===== src/rtl/sm_dmem_arbiter_pkg.sv =====
// Shared types and constants for the two-port data-memory arbiter.
package sm_dmem_arbiter_pkg;

  localparam int AW_DEF = 8;
  localparam int DW_DEF = 32;
  localparam int BW_DEF = DW_DEF / 8;

  // Access sequencer states: latch in IDLE, strobe the RAM in ISSUE,
  // capture read data in WAIT.
  typedef enum logic [1:0] {
    S_IDLE  = 2'd0,
    S_ISSUE = 2'd1,
    S_WAIT  = 2'd2
  } state_t;

  // Byte-enable patterns used by the CPU load/store path.
  localparam logic [BW_DEF-1:0] BE_WORD    = 4'b1111;
  localparam logic [BW_DEF-1:0] BE_HALF_LO = 4'b0011;
  localparam logic [BW_DEF-1:0] BE_HALF_HI = 4'b1100;

endpackage


===== src/rtl/sm_dmem_arbiter_if.sv =====
// One requester port of the data-memory arbiter: request fields plus the
// grant / completion handshake.
interface sm_dmem_arbiter_if
  import sm_dmem_arbiter_pkg::*;
#(
  parameter int AW = AW_DEF,
  parameter int DW = DW_DEF,
  parameter int BW = BW_DEF
);

  logic          req;
  logic          we;
  logic [AW-1:0] addr;
  logic [DW-1:0] wdata;
  logic [BW-1:0] be;
  logic          gnt;
  logic          rvalid;

  // Requester side: holds req and fields stable until gnt.
  modport master (output req, we, addr, wdata, be, input gnt, rvalid);

  // Arbiter side.
  modport slave  (input req, we, addr, wdata, be, output gnt, rvalid);

endinterface


===== src/rtl/sm_rr_arb2.sv =====
// Two-way round-robin pick. The pick is combinational; the last winner is
// registered and advances only when the sequencer actually latches a request.
module sm_rr_arb2 (
  input  logic i_clk,
  input  logic i_rst,
  input  logic i_req0,
  input  logic i_req1,
  input  logic i_update,
  output logic o_any,
  output logic o_pick
);

  logic r_last_winner;

  // Choose a winner: a lone requester wins, a tie goes to the port that
  // did not win last time.
  always_comb begin
    // NOTE: every output gets a default before the branches so no path
    // leaves it unassigned, which would otherwise infer a latch.
    o_any  = i_req0 | i_req1;
    o_pick = 1'b0;
    if (i_req0 && i_req1) begin
      o_pick = ~r_last_winner;
    end else if (i_req1) begin
      o_pick = 1'b1;
    end
  end

  // Remember who won; port 1 is the reset value so port 0 wins the first tie.
  always_ff @(posedge i_clk) begin
    // NOTE: non-blocking assignments keep every flop sampling pre-edge values,
    // independent of the order the always blocks are evaluated in.
    if (i_rst) begin
      r_last_winner <= 1'b1;
    end else if (i_update) begin
      r_last_winner <= o_pick;
    end
  end

endmodule


===== src/rtl/sm_dmem_arbiter.sv =====
// Shares one synchronous-read data RAM between the CPU load/store port (p0)
// and the debug/loader port (p1). Each access runs IDLE -> ISSUE -> WAIT and
// completes with a one-cycle rvalid pulse back in IDLE, so a new request can
// be latched in the same cycle the previous one completes.
module sm_dmem_arbiter
  import sm_dmem_arbiter_pkg::*;
#(
  parameter int AW = AW_DEF,
  parameter int DW = DW_DEF,
  parameter int BW = BW_DEF
) (
  input  logic                 i_clk,
  input  logic                 i_rst,
  sm_dmem_arbiter_if.slave     p0_if,
  sm_dmem_arbiter_if.slave     p1_if,
  output logic [DW-1:0]        o_rdata,
  output logic                 o_busy,
  output logic                 o_mem_en,
  output logic                 o_mem_we,
  output logic [AW-1:0]        o_mem_addr,
  output logic [DW-1:0]        o_mem_wdata,
  output logic [BW-1:0]        o_mem_be,
  input  logic [DW-1:0]        i_mem_rdata
);

  state_t        r_state;
  state_t        w_next_state;
  logic          w_latch;
  logic          w_any;
  logic          w_pick;

  logic          r_winner;
  logic          r_we;
  logic [AW-1:0] r_addr;
  logic [DW-1:0] r_wdata;
  logic [BW-1:0] r_be;
  logic          r_rvalid0;
  logic          r_rvalid1;
  logic [DW-1:0] r_rdata;

  sm_rr_arb2 u_arb (
    .i_clk    (i_clk),
    .i_rst    (i_rst),
    .i_req0   (p0_if.req),
    .i_req1   (p1_if.req),
    .i_update (w_latch),
    .o_any    (w_any),
    .o_pick   (w_pick)
  );

  // Sequencer state register.
  always_ff @(posedge i_clk) begin
    if (i_rst) begin
      r_state <= S_IDLE;
    end else begin
      r_state <= w_next_state;
    end
  end

  // Next state, latch strobe, grant and memory strobe decode.
  always_comb begin
    w_next_state = r_state;
    w_latch      = 1'b0;
    p0_if.gnt    = 1'b0;
    p1_if.gnt    = 1'b0;
    o_mem_en     = 1'b0;
    o_mem_we     = 1'b0;
    o_mem_be     = '0;
    unique case (r_state)
      S_IDLE: begin
        if (w_any) begin
          w_latch      = 1'b1;
          w_next_state = S_ISSUE;
        end
      end
      S_ISSUE: begin
        o_mem_en     = 1'b1;
        o_mem_we     = r_we;
        o_mem_be     = r_be;
        p0_if.gnt    = ~r_winner;
        p1_if.gnt    = r_winner;
        w_next_state = S_WAIT;
      end
      S_WAIT: begin
        w_next_state = S_IDLE;
      end
      default: begin
        w_next_state = S_IDLE;
      end
    endcase
  end

  // Capture the winner's request fields; they drive the RAM during ISSUE
  // and simply hold afterwards.
  always_ff @(posedge i_clk) begin
    if (i_rst) begin
      r_winner <= 1'b0;
      r_we     <= 1'b0;
      r_addr   <= '0;
      r_wdata  <= '0;
      r_be     <= '0;
    end else if (w_latch) begin
      r_winner <= w_pick;
      r_we     <= w_pick ? p1_if.we    : p0_if.we;
      r_addr   <= w_pick ? p1_if.addr  : p0_if.addr;
      r_wdata  <= w_pick ? p1_if.wdata : p0_if.wdata;
      r_be     <= w_pick ? p1_if.be    : p0_if.be;
    end
  end

  // Register RAM read data in WAIT and pulse the winner's completion next cycle.
  always_ff @(posedge i_clk) begin
    if (i_rst) begin
      r_rvalid0 <= 1'b0;
      r_rvalid1 <= 1'b0;
      r_rdata   <= '0;
    end else begin
      r_rvalid0 <= (r_state == S_WAIT) && !r_winner;
      r_rvalid1 <= (r_state == S_WAIT) &&  r_winner;
      if (r_state == S_WAIT) begin
        r_rdata <= i_mem_rdata;
      end
    end
  end

  assign p0_if.rvalid = r_rvalid0;
  assign p1_if.rvalid = r_rvalid1;
  assign o_rdata      = r_rdata;
  assign o_busy       = (r_state != S_IDLE);
  assign o_mem_addr   = r_addr;
  assign o_mem_wdata  = r_wdata;

endmodule

===== src/flat_wrapper.sv =====
// flat-port wrapper written by rule: the top's interface ports become plain ports
module sm_dmem_arbiter_flat import sm_dmem_arbiter_pkg::*;
#(
  parameter int AW = AW_DEF,
  parameter int DW = DW_DEF,
  parameter int BW = BW_DEF
)
  (i_clk, i_rst, o_rdata, o_busy, o_mem_en, o_mem_we, o_mem_addr, o_mem_wdata, o_mem_be, i_mem_rdata, p0_if_req, p0_if_we, p0_if_addr, p0_if_wdata, p0_if_be, p0_if_gnt, p0_if_rvalid, p1_if_req, p1_if_we, p1_if_addr, p1_if_wdata, p1_if_be, p1_if_gnt, p1_if_rvalid);
  sm_dmem_arbiter_if #(.AW(AW), .DW(DW), .BW(BW)) p0_if_i ();
  sm_dmem_arbiter_if #(.AW(AW), .DW(DW), .BW(BW)) p1_if_i ();
  input  logic i_clk;
  input  logic i_rst;
  output logic [DW-1:0] o_rdata;
  output logic o_busy;
  output logic o_mem_en;
  output logic o_mem_we;
  output logic [AW-1:0] o_mem_addr;
  output logic [DW-1:0] o_mem_wdata;
  output logic [BW-1:0] o_mem_be;
  input  logic [DW-1:0] i_mem_rdata;
  input wire logic [$bits(p0_if_i.req)-1:0] p0_if_req;
  input wire logic [$bits(p0_if_i.we)-1:0] p0_if_we;
  input wire logic [$bits(p0_if_i.addr)-1:0] p0_if_addr;
  input wire logic [$bits(p0_if_i.wdata)-1:0] p0_if_wdata;
  input wire logic [$bits(p0_if_i.be)-1:0] p0_if_be;
  output wire logic [$bits(p0_if_i.gnt)-1:0] p0_if_gnt;
  output wire logic [$bits(p0_if_i.rvalid)-1:0] p0_if_rvalid;
  input wire logic [$bits(p1_if_i.req)-1:0] p1_if_req;
  input wire logic [$bits(p1_if_i.we)-1:0] p1_if_we;
  input wire logic [$bits(p1_if_i.addr)-1:0] p1_if_addr;
  input wire logic [$bits(p1_if_i.wdata)-1:0] p1_if_wdata;
  input wire logic [$bits(p1_if_i.be)-1:0] p1_if_be;
  output wire logic [$bits(p1_if_i.gnt)-1:0] p1_if_gnt;
  output wire logic [$bits(p1_if_i.rvalid)-1:0] p1_if_rvalid;
  assign p0_if_i.req = p0_if_req;
  assign p0_if_i.we = p0_if_we;
  assign p0_if_i.addr = p0_if_addr;
  assign p0_if_i.wdata = p0_if_wdata;
  assign p0_if_i.be = p0_if_be;
  assign p0_if_gnt = p0_if_i.gnt;
  assign p0_if_rvalid = p0_if_i.rvalid;
  assign p1_if_i.req = p1_if_req;
  assign p1_if_i.we = p1_if_we;
  assign p1_if_i.addr = p1_if_addr;
  assign p1_if_i.wdata = p1_if_wdata;
  assign p1_if_i.be = p1_if_be;
  assign p1_if_gnt = p1_if_i.gnt;
  assign p1_if_rvalid = p1_if_i.rvalid;
  sm_dmem_arbiter #(.AW(AW), .DW(DW), .BW(BW)) u_core (.i_clk(i_clk), .i_rst(i_rst), .p0_if(p0_if_i), .p1_if(p1_if_i), .o_rdata(o_rdata), .o_busy(o_busy), .o_mem_en(o_mem_en), .o_mem_we(o_mem_we), .o_mem_addr(o_mem_addr), .o_mem_wdata(o_mem_wdata), .o_mem_be(o_mem_be), .i_mem_rdata(i_mem_rdata));
endmodule

===== config.mk =====
export PLATFORM = sky130hd
export DESIGN_NAME = sm_dmem_arbiter_flat
export DESIGN_NICKNAME = d
export VERILOG_FILES = /design/src/rtl/sm_dmem_arbiter_pkg.sv /design/src/rtl/sm_dmem_arbiter_if.sv /design/src/rtl/sm_rr_arb2.sv /design/src/rtl/sm_dmem_arbiter.sv /design/src/flat_wrapper.sv
export SDC_FILE = /design/constraint.sdc
export NUM_CORES = 1
export LEC_CHECK = 0
export ABC_AREA = 1
export CAP_MARGIN = 20
export CORE_MARGIN = 1.5
export CORE_UTILIZATION = 36
export DETAILED_ROUTE_END_ITERATION = 16
export PLACE_DENSITY_LB_ADDON = 0.08
export SLEW_MARGIN = 20
export SYNTH_ARGS = -nofsm -noshare
export SYNTH_HDL_FRONTEND = slang
export SYNTH_SLANG_ARGS = --single-unit

===== constraint.sdc =====
create_clock -name i_clk -period 1.1 [get_ports i_clk]
set_clock_uncertainty 0.05 [all_clocks]
set_input_delay 0.11 -clock i_clk [delete_from_list [all_inputs] [get_ports i_clk]]
set_output_delay 0.11 -clock i_clk [all_outputs]
set_load 0.01 [all_outputs]

==> results list, run 1 <==
* Status: finished, violations left
- The checks that failed: setup timing.
* Max FO, Critical Path: 7
* Transition time of the tightest slew-check pin: 352.5 ps
- H-tree level count: 3
- Timing analysis after detailed placement gives a worst setup slack of -408.9 ps.
* Flop and latch count out of synthesis: 83
- Avg WL per Cell: between 10 and 15 µm
- In the finished design, the share of the clock period the worst path needs comes to 121.1%.
- Across the run, the number of max-cap violations was 0.
* DRC violation total after the first TritonRoute iteration: ~200
- Relative contribution of combinational cells to total power: 30.7%
- During I/O placement, the number of pins put on the boundary was approximately 210.
- The completed layout was analyzed and its total power is 8586 µW.
* FP Rows: 38
- The worst setup path is of the register to register kind.
- Starting density of the core: 37.12%
- Kind of cell with the highest combined delay on the critical path: simple AND/OR/NAND/NOR gates
- Post-synthesis to final-layout area growth: 70.53%
- Distinct cell type count after synthesis: 22
- The tree is rooted in a clkbuf_8.
* Type of the tightest min-delay check: input pin to register
- The total area inside the core boundary comes to 10890 µm².
- The largest single stage delay on the critical path is 350 ps.
* Buffers & Inverters on Critical Path: 3
- Final setup violation count: 90
* Total clock buffers created by CTS: 9
* Insertion delay of the later-clocked pin in the worst-skew pair: 350 ps
- Of the total power, the share spent switching nets is between 20% and 30%.
- For this run, the detailed router's first-pass iteration total came to 4.
* Internal reg-to-reg setup slack: -230 ps
* Detail-routed via count per cell: 4.622
* Data arrival, critical path: between 1500 and 2000 ps
- Ratio of cells with drive above 1 in the final layout: 29.55%
* CTS sink cnt: 83
* Final HPWL from detailed placement: 8740 µm
- Summed over all nets, wire length on met3 after detailed routing comes to 1220 µm.
- The routed design has ~14000 µm of wire.
- Hold Path Stages: 3
- Number of pins with negative max-slew slack in the final report: 0
- Fraction of power consumed by the clock network: ~29%
- Power density over cell area: 1246 nW/µm²
- Setup slack on the critical path of the routed design comes to -232.4 ps.
- Global routing used about a fifth of the available tracks.
- The highest metal layer carrying signal wires in the routed design is met4.
- Cells after synthesis: 611
* Clock-pin transition on the worst setup and hold timing paths: approximately 90 ps
- Across the VDD grid, the largest voltage drop is 0.6696 mV.
- Per report_power, the sequential group accounts for 40.2% of the total.
- Mean area per synthesized cell: approximately 6.6 µm²
- Routed Antenna Nets: 0
- For this run, the share of the core covered by cells in the final layout is between 60 and 70%.
* Commonest non-fill, non-tap cells in the layout: 134 x nand2_1, 124 x clkdlybuf4s50_1, 121 x nor2_1
- Data on the critical path is required at its endpoint by 1310 ps.
- Internal power comes to 6028 µW.
- Floorplan die height: ~110 µm
* Sequential element share of the synthesized area: between 40% and 50%
- TritonCTS clock tree: done
* Clock period minus worst slack: ~1300 ps
* Switching Power: about 2600 µW
- The net count of the finished layout is 957.
* Synth warn: 0
* Largest net degree at the start of global routing: 55
- Fmax: 750.5 MHz
- Leaving out fill and tap cells, the most frequent cell in the layout is nand2_1.
- Critical-path top delay cell: dfxtp_2
- First-pass GRT wire length: 19530 µm
- Synthesis produced a netlist with a net count of 737.
* Total overflow reported by the global router: 0
* Residual DRC count: 0
- Initial antenna violation count: 0
* Netlist area before placement: 4041 µm²
- The detailed router placed 4511 vias in this run.
- Bufs on Longest Clock Path: 2
- Cell breakdown of the critical path: buf_6 -> inv_8 -> nand2_8 -> nor2_8 -> clkbuf_16 -> nand2_1 -> nor2_1 -> nor2_1
- Number of hold violations in the final report: 0
- # port buffers: 208
- Antenna fix cells: 0
- Setup repair after global routing could not meet its margin everywhere.
- The die covers 11870 µm².
* Die extent in x: 109.0 µm
* Number of cell instances on the worst register-to-register path: 8
- STA classifies the critical path startpoint as a register.
- Worst-case headroom to the max-slew limit: 76.50%
- At the end of routability-driven placement, the weighted congestion stood at around 0.76.
* Number of global-route vias before repair: roughly 4300
- Met2 WL post-DR: 6904 µm
- The critical path crosses 8 cells after its start point.
- Most numerous cell on the critical path: nor2_1
* Capturing element type of the critical path: register
- Met1 routed wirelength after detailed routing: 5343 µm
- Static Leak: 0.003219 µW
-- final timing paths --
path | startpoint | end
setup / recovery | u_core.r_state[1]$_SDFFE_PP0P_ | u_core.o_mem_wdata[25]$_SDFFE_PP0P_
hold / removal | i_mem_rdata[1] | u_core.o_rdata[1]$_SDFFE_PP0N_
setup reg to reg | u_core.r_state[1]$_SDFFE_PP0P_ | u_core.o_mem_wdata[25]$_SDFFE_PP0P_
hold reg to reg | u_core.o_rdata[19]$_SDFFE_PP0N_ | u_core.o_rdata[19]$_SDFFE_PP0N_
-- metrics by stage --
stage	hold slack (ps)	instance area (µm²)	std cells	setup TNS (ps)
floorplan	125.0	4054	611	-525.3
global placement	423.4	6374	944	-25890
finish	282.0	6892	976	-15600
detailed placement	427.4	6374	944	-28290
global route	277.5	6892	976	-21460
CTS	280.9	6790	965	-13600
-- worst reg2reg max path, delay by kind of cell (launching register included) --
kind	cells	cell delay, ps
simple gates	5	440
buf+inv	3	380
flops	1	350
-- per-layer routing --
metal / GRT usage [%] / vias to the layer above
li1: - / 2324
met1: 22.45 / 2038
met2: 37.59 / 136
met3: 8.428 / 13
met4: 6.015 / 0
met5: 0 / -
-- area by class of cell --
cell class / count / area, µm²
Multi-Input combinational cell: 435 / 2230
Timing Repair inverter: 3 / 43.79
Clock inverter: 4 / 72.57
Fill cell: 976 / 3996
Clock buffer: 12 / 155.1
Tap cell: 140 / 175.2
Sequential cell: 83 / 1715
Timing Repair Buffer: 248 / 2282
Inverter: 51 / 217.7
-- repair_timing --
action                                  4_1_cts  5_1_grt
setup buffers                                 3        3
pin swaps                                     1        9
gates cloned                                  2        8
gates resized for setup                     333      133
endpoints found under the setup margin      165      151
hold buffers                                  0        0
-- power groups by stage --
stage	clock network, µW	logic, µW	registers, µW
after floorplan	0	1070	3600
after global placement	0	2450	3480
after detailed placement	0	2500	3490
after CTS	2540	2490	3430
after global routing	2700	2890	3490
final	2500	2630	3450
-- cell families after synthesis --
| logic type | after synthesis | share of synthesized area [%] |
|---|---|---|
| flip-flops | 83 | 41.11 |
| AND/OR/NAND/NOR | 356 | 35.48 |
| buffers and inverters | 93 | 10.74 |
| AO/OA/AOI/OAI | 79 | 12.66 |
-- flip-flops by register name (all words and copies together) (netlist names) --
register	cells
u_core.u_arb.r_last_winner	1
u_core.r_winner	1
u_core.r_state	2
u_core.o_rdata	32
u_core.p0_if.rvalid	1
u_core.o_mem_addr	8
u_core.r_be	4
u_core.o_mem_wdata	32
u_core.p1_if.rvalid	1
u_core.r_we	1
-- cells in the mapped netlist --
library cell	n	area, µm²
buf_4	1	7.510
o21ai_2	1	8.760
inv_1	49	183.9
a21boi_1	30	225.2
a21oi_1	1	5.000
nand3_1	47	235.2
dfxtp_1	83	1662
nand2_1	138	518.0
buf_6	8	90.09
nor2_2	1	6.260
clkinv_1	1	3.750
o21ai_1	5	25.02
nor2_8	1	20.02
nor2_1	164	615.6
nand2_2	1	6.260
inv_2	1	3.750
nor2_4	2	22.52
clkbuf_1	16	60.06
a21boi_0	15	112.6
nor3_1	2	10.01
o21ai_0	27	135.1
buf_2	17	85.08
No activity file was read; power rests on OpenSTA's default activity.
==> run 2: changes to the inputs <==
- CORE_UTILIZATION: 36 -> 35
- CTS_BUF_LIST: not set -> sky130_fd_sc_hd__clkbuf_8
- clock period: 1.1 -> 1.34 ns (I/O delays scaled with it)
==> run 2 against run 1 <==
The flow still finishes with violations (setup timing). Sequential cell count is the same. Design area up 2.8%. Total power down 19%. Count of clock-buffer cells in the layout decreased by 1. Sequential power is 19% lower. Critical path depth is 1 higher. Sequential share of layout area down 1.4 points. Critical path type unchanged. Largest cell class unchanged.
==> results list, run 2 (same netlist as run 1, synthesis figures left out) <==
- Commonest non-fill, non-tap cells in the layout: 124 x clkdlybuf4s50_1, 121 x nor2_1, 118 x nand2_1
* Final critical-path share of the clock period: 106.1% (-15 points)
- The die outline width was 110.5 µm (+1.4%).
* Insertion delay of the later-clocked pin in the worst-skew pair: 360 ps (about the same)
* Master cell of the clock root buffer: clkbuf_8
* Total clock buffers created by CTS: 9 (unchanged)
* Final setup violation count: 44 (-51%)
* H-tree level count: 3 (unchanged)
- The area of all placed cells without fillers was 7084 µm² (+2.8%).
- Clock period minus worst slack: 1421 ps (+88.83 ps)
- Maximum single-stage delay on the critical path: 370 ps (+20 ps)
* # port buffers: 208 (unchanged)
- Worst-case headroom to the max-slew limit: 75.70% (-0.80 points)
- The final hold violation count came to 0 (unchanged).
* Most numerous cell on the critical path: buf_6
* Data arrival, critical path: 1640 ps (+100 ps)
- Residual DRC count: 0 (unchanged)
* Starting density of the core: 35.70% (-1.4 points)
* Ratio of cells with drive above 1 in the final layout: 18.67% (-11 points)
- Number of pins with negative max-slew slack in the final report: 0 (unchanged)
* Transition time of the tightest slew-check pin: 363.1 ps (+10.64 ps)
- The number of antenna violations at the first check in global routing is 0 (unchanged).
- The number of design-rule violations left by the first detailed-router iteration was 212 (+3.9%).
* Initial DRT Pass Iterations: 4 (unchanged)
- The number of rows in the core area is 39 (+2.6%).
- Detail-routed via count per cell: 4.674 (+1.1%)
- The number of buffers on the longest clock path came to 2 (unchanged).
* WL final: 13590 µm (-0.37%)
- The least setup slack across all paths after layout was -81.19 ps (+151.2 ps).
* Class of the most critical setup path: register to register
- TritonCTS built the clock tree.
* Avg WL per Cell: 13.96 µm (about the same)
- CTS sink cnt: 83 (unchanged)
* Clock-pin transition on the worst setup and hold timing paths: 90 ps (about the same)
- Unrepaired setup endpoints after global routing: true
* Hold Path Stages: 3 (unchanged)
- The fmax was 703.6 MHz (-6.3%).
- Total overflow reported by the global router: 0 (unchanged)
* Post-synthesis to final-layout area growth: 75.29%
- Leading cell type in the layout, fill and taps excluded: clkdlybuf4s50_1
* Placeable core region: 11320 µm² (+4.0%)
- # IOs: 209 (unchanged)
* Final Instance Count excl. Fillers: 973 (-0.31%)
* Kind of cell with the highest combined delay on the critical path: buffers and inverters
* Routed Antenna Nets: 0 (unchanged)
* Buffers & Inverters on Critical Path: 6 (+3)
- The leakage dissipation came to 0.003377 µW (+4.9%).
* Cell breakdown of the critical path: buf_6 -> inv_4 -> buf_6 -> nor2_4 -> buf_12 -> buf_16 -> inv_8 -> nor2_2 -> nor2_1
* Die area: 12200 µm² (+2.8%)
* Critical-path top delay cell: dfxtp_2
- The number of vias after detailed routing is 4548 (+0.82%).
- Crit path launch type: register
- The global-route wire length before repair was 20790 µm (+6.4%).
- The maximum number of pins on one net before global-route repair was 47 (-15%).
- The final reports fail on setup timing.
* Number of global-route vias before repair: 4387 (+2.8%)
- Post-placement cell area: 6360 µm² (-0.22%)
- The cell count after placement is 943 (-0.11%).
- Floorplan die height: 110.5 µm (+1.4%)
- Antenna fix cells: 0 (unchanged)
- The count of cells along the worst register-to-register path was 9 (+1).
* Final HPWL from detailed placement: 8639 µm (-1.2%)
- The tightest min-delay check is of the input pin to register type.
- The highest net fanout along the worst path is 17 (+10).
- The final weighted congestion of routability-driven global placement was 0.7774 (+2.4%).
* Power density over cell area: 982.2 nW/µm² (-21%)
* Status: finished, violations left
* Max-cap viol count: 0 (unchanged)
* Largest vdd supply drop: 0.7397 mV (+10%)
- Total Nets Final: 951 (-0.63%)
* Total negative setup slack: -1686 ps (+13920 ps)
* Number of stages on the worst setup path: 9 (+1)
- The required time reported for the critical path endpoint came to 1560 ps (+250 ps).
* Global-route usage over all layers: 20.69% (-0.23 points)
- The worst setup path is captured at a register.
run 2: power by group:
part / switching [µW] / total, µW / internal [µW] / leakage, µW
registers: 108 / 2810 / 2700 / 0.000685
logic: 1090 / 2220 / 1130 / 0.00259
clock network: 962 / 1930 / 970 / 0.000106
total: 2160 / 6960 / 4800 / 0.00338
run 2: worst paths after layout:
check	end	slack [ps]	start
setup / recovery	u_core.o_rdata[12]$_SDFFE_PP0N_	-80	u_core.r_state[1]$_SDFFE_PP0P_
hold / removal	u_core.o_rdata[4]$_SDFFE_PP0N_	300	i_mem_rdata[4]
setup reg to reg	u_core.o_rdata[12]$_SDFFE_PP0N_	-80	u_core.r_state[1]$_SDFFE_PP0P_
hold reg to reg	u_core.u_arb.r_last_winner$_SDFFE_PP1P_	440	u_core.u_arb.r_last_winner$_SDFFE_PP1P_
run 2: routing by layer:
layer	GRT usage, %	wire (µm)
met5	0	0
met4	7.179	229
met3	6.202	952
met2	34.81	6609
met1	25.11	5793
run 2: worst register-to-register path: stages, from the launching register on:
cell	delay (ps)
dfxtp_2	370
buf_6	110
inv_4	40
buf_6	100
nor2_4	90
buf_12	140
buf_16	170
inv_8	100
nor2_2	100
nor2_1	60
run 2: per-stage QoR:
step                total power [µW]  utilization [%]  setup WS, ps  hold slack (ps)
floorplan                       3823                -         101.5            153.1
detailed placement              4900            56.18        -236.9            421.4
global placement                4860            56.18        -204.2            421.4
global route                    7389            62.58        -143.9            283.5
finish                          6958            62.58        -81.19            299.7
CTS                             6806            59.08        -93.63            267.4
run 2: area by class of cell:
type,count,area [µm²]
clock inverter,5,60.06
inverter,51,222.7
timing repair buffer,242,2512
sequential,83,1664
fill,1030,4237
timing repair inverter,3,33.78
tap,143,178.9
multi-input combinational,435,2261
clock buffer,11,151.4
run 2: timing repair:
| action | 4_1_cts | 5_1_grt |
|---|---|---|
| pin swaps | 13 | 37 |
| resized for setup | 162 | 90 |
| hold buffers | 0 | 0 |
| setup buffers | 5 | 1 |
| endpoints found under the setup margin | 131 | 62 |
| gates cloned | 2 | 9 |
==> run 3: changes to the inputs <==
- SKIP_LAST_GASP: not set -> 1
==> run 3 against run 2 <==
The run still ends with setup timing left. Combinational power about the same. Sequential share of layout area increased by 0.22 points. First-iteration DRC count increased by 20%. Clock power about the same. Design area decreased by 0.94%. Cell count unchanged. Count of clock-buffer cells in the layout unchanged. Non-clock buffer count increased by 2. Register-to-register slack improved by 20 ps. Maximum frequency increased by 1.4%. Sequential cell count unchanged.
==> results list, run 3 (same netlist as run 1, synthesis figures left out) <==
* Critical Path Sink: u_core.o_rdata[2]$_SDFFE_PP0N_
- Reg2Reg Capture Point: u_core.o_rdata[2]$_SDFFE_PP0N_
- The fill cell total of the finished layout is 1035 (+0.49%).
* DRC violation total after the first TritonRoute iteration: 255 (+20%)
- The leakage dissipation came to 0.003359 µW (-0.55%).
- Max FO, Critical Path: 8 (-9)
- The checks that failed: setup timing.
* First-pass GRT wire length: 20770 µm (about the same)
* Insertion delay of the later-clocked pin in the worst-skew pair: 360 ps (about the same)
* Residual DRC count: 0 (unchanged)
- WHS: 299.4 ps (-0.3280 ps)
* Int Power: 4813 µW (+0.35%)
- TritonCTS built the clock tree.
- Number of global-route vias before repair: 4384 (-0.068%)
- Global-route usage over all layers: 20.67% (-0.023 points)
- Die extent in x: 110.5 µm (unchanged)
- Total overflow reported by the global router: 0 (unchanged)
- Number of pins with negative max-slew slack in the final report: 0 (unchanged)
- The number of clock sinks was 83 (unchanged).
* Met3 usage: 6.202% (unchanged)
* Post-synthesis to final-layout area growth: 73.65%
* Floorplan die height: 110.5 µm (unchanged)
- Least setup slack across all paths after layout: -61.55 ps (+19.64 ps)
- Total Nets Final: 951 (unchanged)
- Unrepaired setup endpoints after global routing: true
* H-tree level count: 3 (unchanged)
* Fmax: 713.5 MHz (+1.4%)
- Capturing element type of the critical path: register
* Leading cell type in the layout, fill and taps excluded: nand2_1
- Transition time of the tightest slew-check pin: 426.3 ps (+63.23 ps)
* Part of the power in registers: 40.4% (about the same)
- The number of failing setup endpoints in the final timing report was 57 (+30%).
- Largest net degree at the start of global routing: 47 (unchanged)
- The count of TritonRoute iterations in the first routing pass is 4 (unchanged).
- The I/O pin count came to 209 (unchanged).
* Critical Path Source: u_core.r_state[1]$_SDFFE_PP0P_
* Fraction of power consumed by the clock network: 27.8% (about the same)
- Commonest non-fill, non-tap cells in the layout: 130 x nand2_1, 124 x nor2_1, 124 x clkdlybuf4s50_1
- Largest vdd supply drop: 0.7052 mV (-4.7%)
- The total power came to 6949 µW (-0.14%).
- Switching Power: 2135 µW (-1.2%)
- The count of cells along the worst register-to-register path was 9 (unchanged).
* Reg2Reg Launch Point: u_core.r_state[1]$_SDFFE_PP0P_
* Placeable core region: 11320 µm² (unchanged)
- The switching share of power is 30.73% (-0.34 points).
- The areal power density over the cells was 990.1 nW/µm² (+0.80%).
* Met2 demand-to-capacity share in global routing: 34.73% (-0.082 points)
* Starting density of the core: 35.70% (unchanged)
- Clock period minus worst slack: 1402 ps (-19.64 ps)
- Status: finished, violations left
- Number of hold-repair buffers added at the cts stage: 0 (unchanged)
- The die outline area is 12200 µm² (unchanged).
- The remaining number of nets flagged by the antenna check after routing came to 0 (unchanged).
* Max-cap viol count: 0 (unchanged)
* Total clock buffers created by CTS: 9 (unchanged)
- The number of buffers on the longest clock path is 2 (unchanged).
- Number of hold violations in the final report: 0 (unchanged)
- Relative contribution of combinational cells to total power: 31.8% (about the same)
- Avg WL per Cell: 13.77 µm (-1.4%)
- # port buffers: 208 (unchanged)
* Worst-case headroom to the max-slew limit: 71.47% (-4.2 points)
- The number of vias after detailed routing came to 4523 (-0.55%).
- The minimum setup slack among reg-to-reg paths was -60 ps (+20 ps).
- Class of the most critical setup path: register to register
- Final HPWL from detailed placement: 8639 µm (unchanged)
- Antenna fix cells: 0 (unchanged)
- STA classifies the critical path startpoint as a register.
* Final critical-path share of the clock period: 104.6% (-1.5 points)
- Data arrival, critical path: 1650 ps (about the same)
- The required time reported for the critical path endpoint came to 1590 ps (+30 ps).
- FP Rows: 39 (unchanged)
- Clock-pin transition on the worst setup and hold timing paths: 90 ps (about the same)
- The met1 layer usage reported by global route is 25.11% (unchanged).
* Gp weighted congestion: 0.7774 (unchanged)
* Type of the tightest min-delay check: input pin to register
* Master cell of the clock root buffer: clkbuf_8
- The total length of routed wires is 13400 µm (-1.4%).
- Ratio of cells with drive above 1 in the final layout: 17.47% (-1.2 points)
- The number of antenna violations at the first check in global routing was 0 (unchanged).
* Detail-routed via count per cell: 4.649 (-0.55%)
- The global routing stage identified its most utilized layer as met2.
==> run 3: cell types whose count changed in the layout (fill, tap and decap cells not counted), moves of 3 or more <==
cell,previous run,this run
nand2_1,118,130
nor2_4,15,6
nand2_2,16,8
nor2_2,31,37
o21ai_0,15,10
o21ai_2,16,21
nand2_4,5,1
nor2_1,121,124
==> run 3: layout make-up <==
type / count / area [µm²] / share of cell area [%]
clock buffer: 11 / 151.4 / 2.157
timing repair buffer: 244 / 2552 / 36.37
inverter: 51 / 222.7 / 3.173
clock inverter: 5 / 60.06 / 0.8558
multi-input combinational: 435 / 2177 / 31.02
timing repair inverter: 1 / 11.26 / 0.1605
tap: 143 / 178.9 / 2.549
sequential: 83 / 1664 / 23.71
==> run 3: per-stage QoR <==
step | instances | instance area (µm²) | TNS [ps] | worst slack [ps] | utilization [%]
after global placement | 943 | 6360 | -8947 | -204.2 | 56.18
after detailed placement | 943 | 6360 | -11180 | -236.9 | 56.18
after CTS | 966 | 6684 | -1172 | -104.7 | 59.04
after floorplan | 611 | 4041 | 0 | 101.5 | -
after global routing | 973 | 7018 | -6695 | -124.5 | 61.99
final | 973 | 7018 | -1170 | -61.55 | 61.99
==> run 3: timing repair <==
item | CTS | global route
gates resized for setup | 160 | 77
gates cloned | 2 | 9
buffers inserted | 5 | 1
pin swaps | 13 | 37
setup endpoints to repair | 131 | 86
==> run 3: power groups by stage <==
stage	clock, µW	combinational [µW]	sequential, µW
after floorplan	0	869	2950
after global placement	0	2010	2850
after detailed placement	0	2040	2860
after CTS	2000	2000	2800
after global routing	2120	2430	2840
final	1930	2210	2810
==> run 3: worst min path at each step <==
stage                                                    to  depth (start not counted)                                     from
global route                 u_core.o_rdata[8]$_SDFFE_PP0N_                          3                           i_mem_rdata[8]
floorplan                      u_core.r_winner$_SDFFE_PP0P_                          1                                    i_rst
finish                      u_core.o_rdata[30]$_SDFFE_PP0N_                          3                          i_mem_rdata[30]
CTS                          u_core.o_rdata[0]$_SDFFE_PP0N_                          3                           i_mem_rdata[0]
detailed placement  u_core.u_arb.r_last_winner$_SDFFE_PP1P_                          2  u_core.u_arb.r_last_winner$_SDFFE_PP1P_
global placement    u_core.u_arb.r_last_winner$_SDFFE_PP1P_                          2  u_core.u_arb.r_last_winner$_SDFFE_PP1P_
==> run 3: per-layer routing <==
| layer | vias up | wire [µm] |
|---|---|---|
| li1 | 2316 | - |
| met1 | 2047 | 5783 |
| met2 | 140 | 6367 |
| met3 | 20 | 962 |
| met4 | 0 | 284 |
| met5 | - | 0 |
==> run 3: worst max-delay path, cell delays in order (launching register included) <==
cell and delay, ps:
dfxtp_2 370, buf_6 110, inv_4 30, buf_6 100, nor2_4 150, buf_12 140, buf_12 100, buf_12 120
o21ai_2 50, nor2_1 110
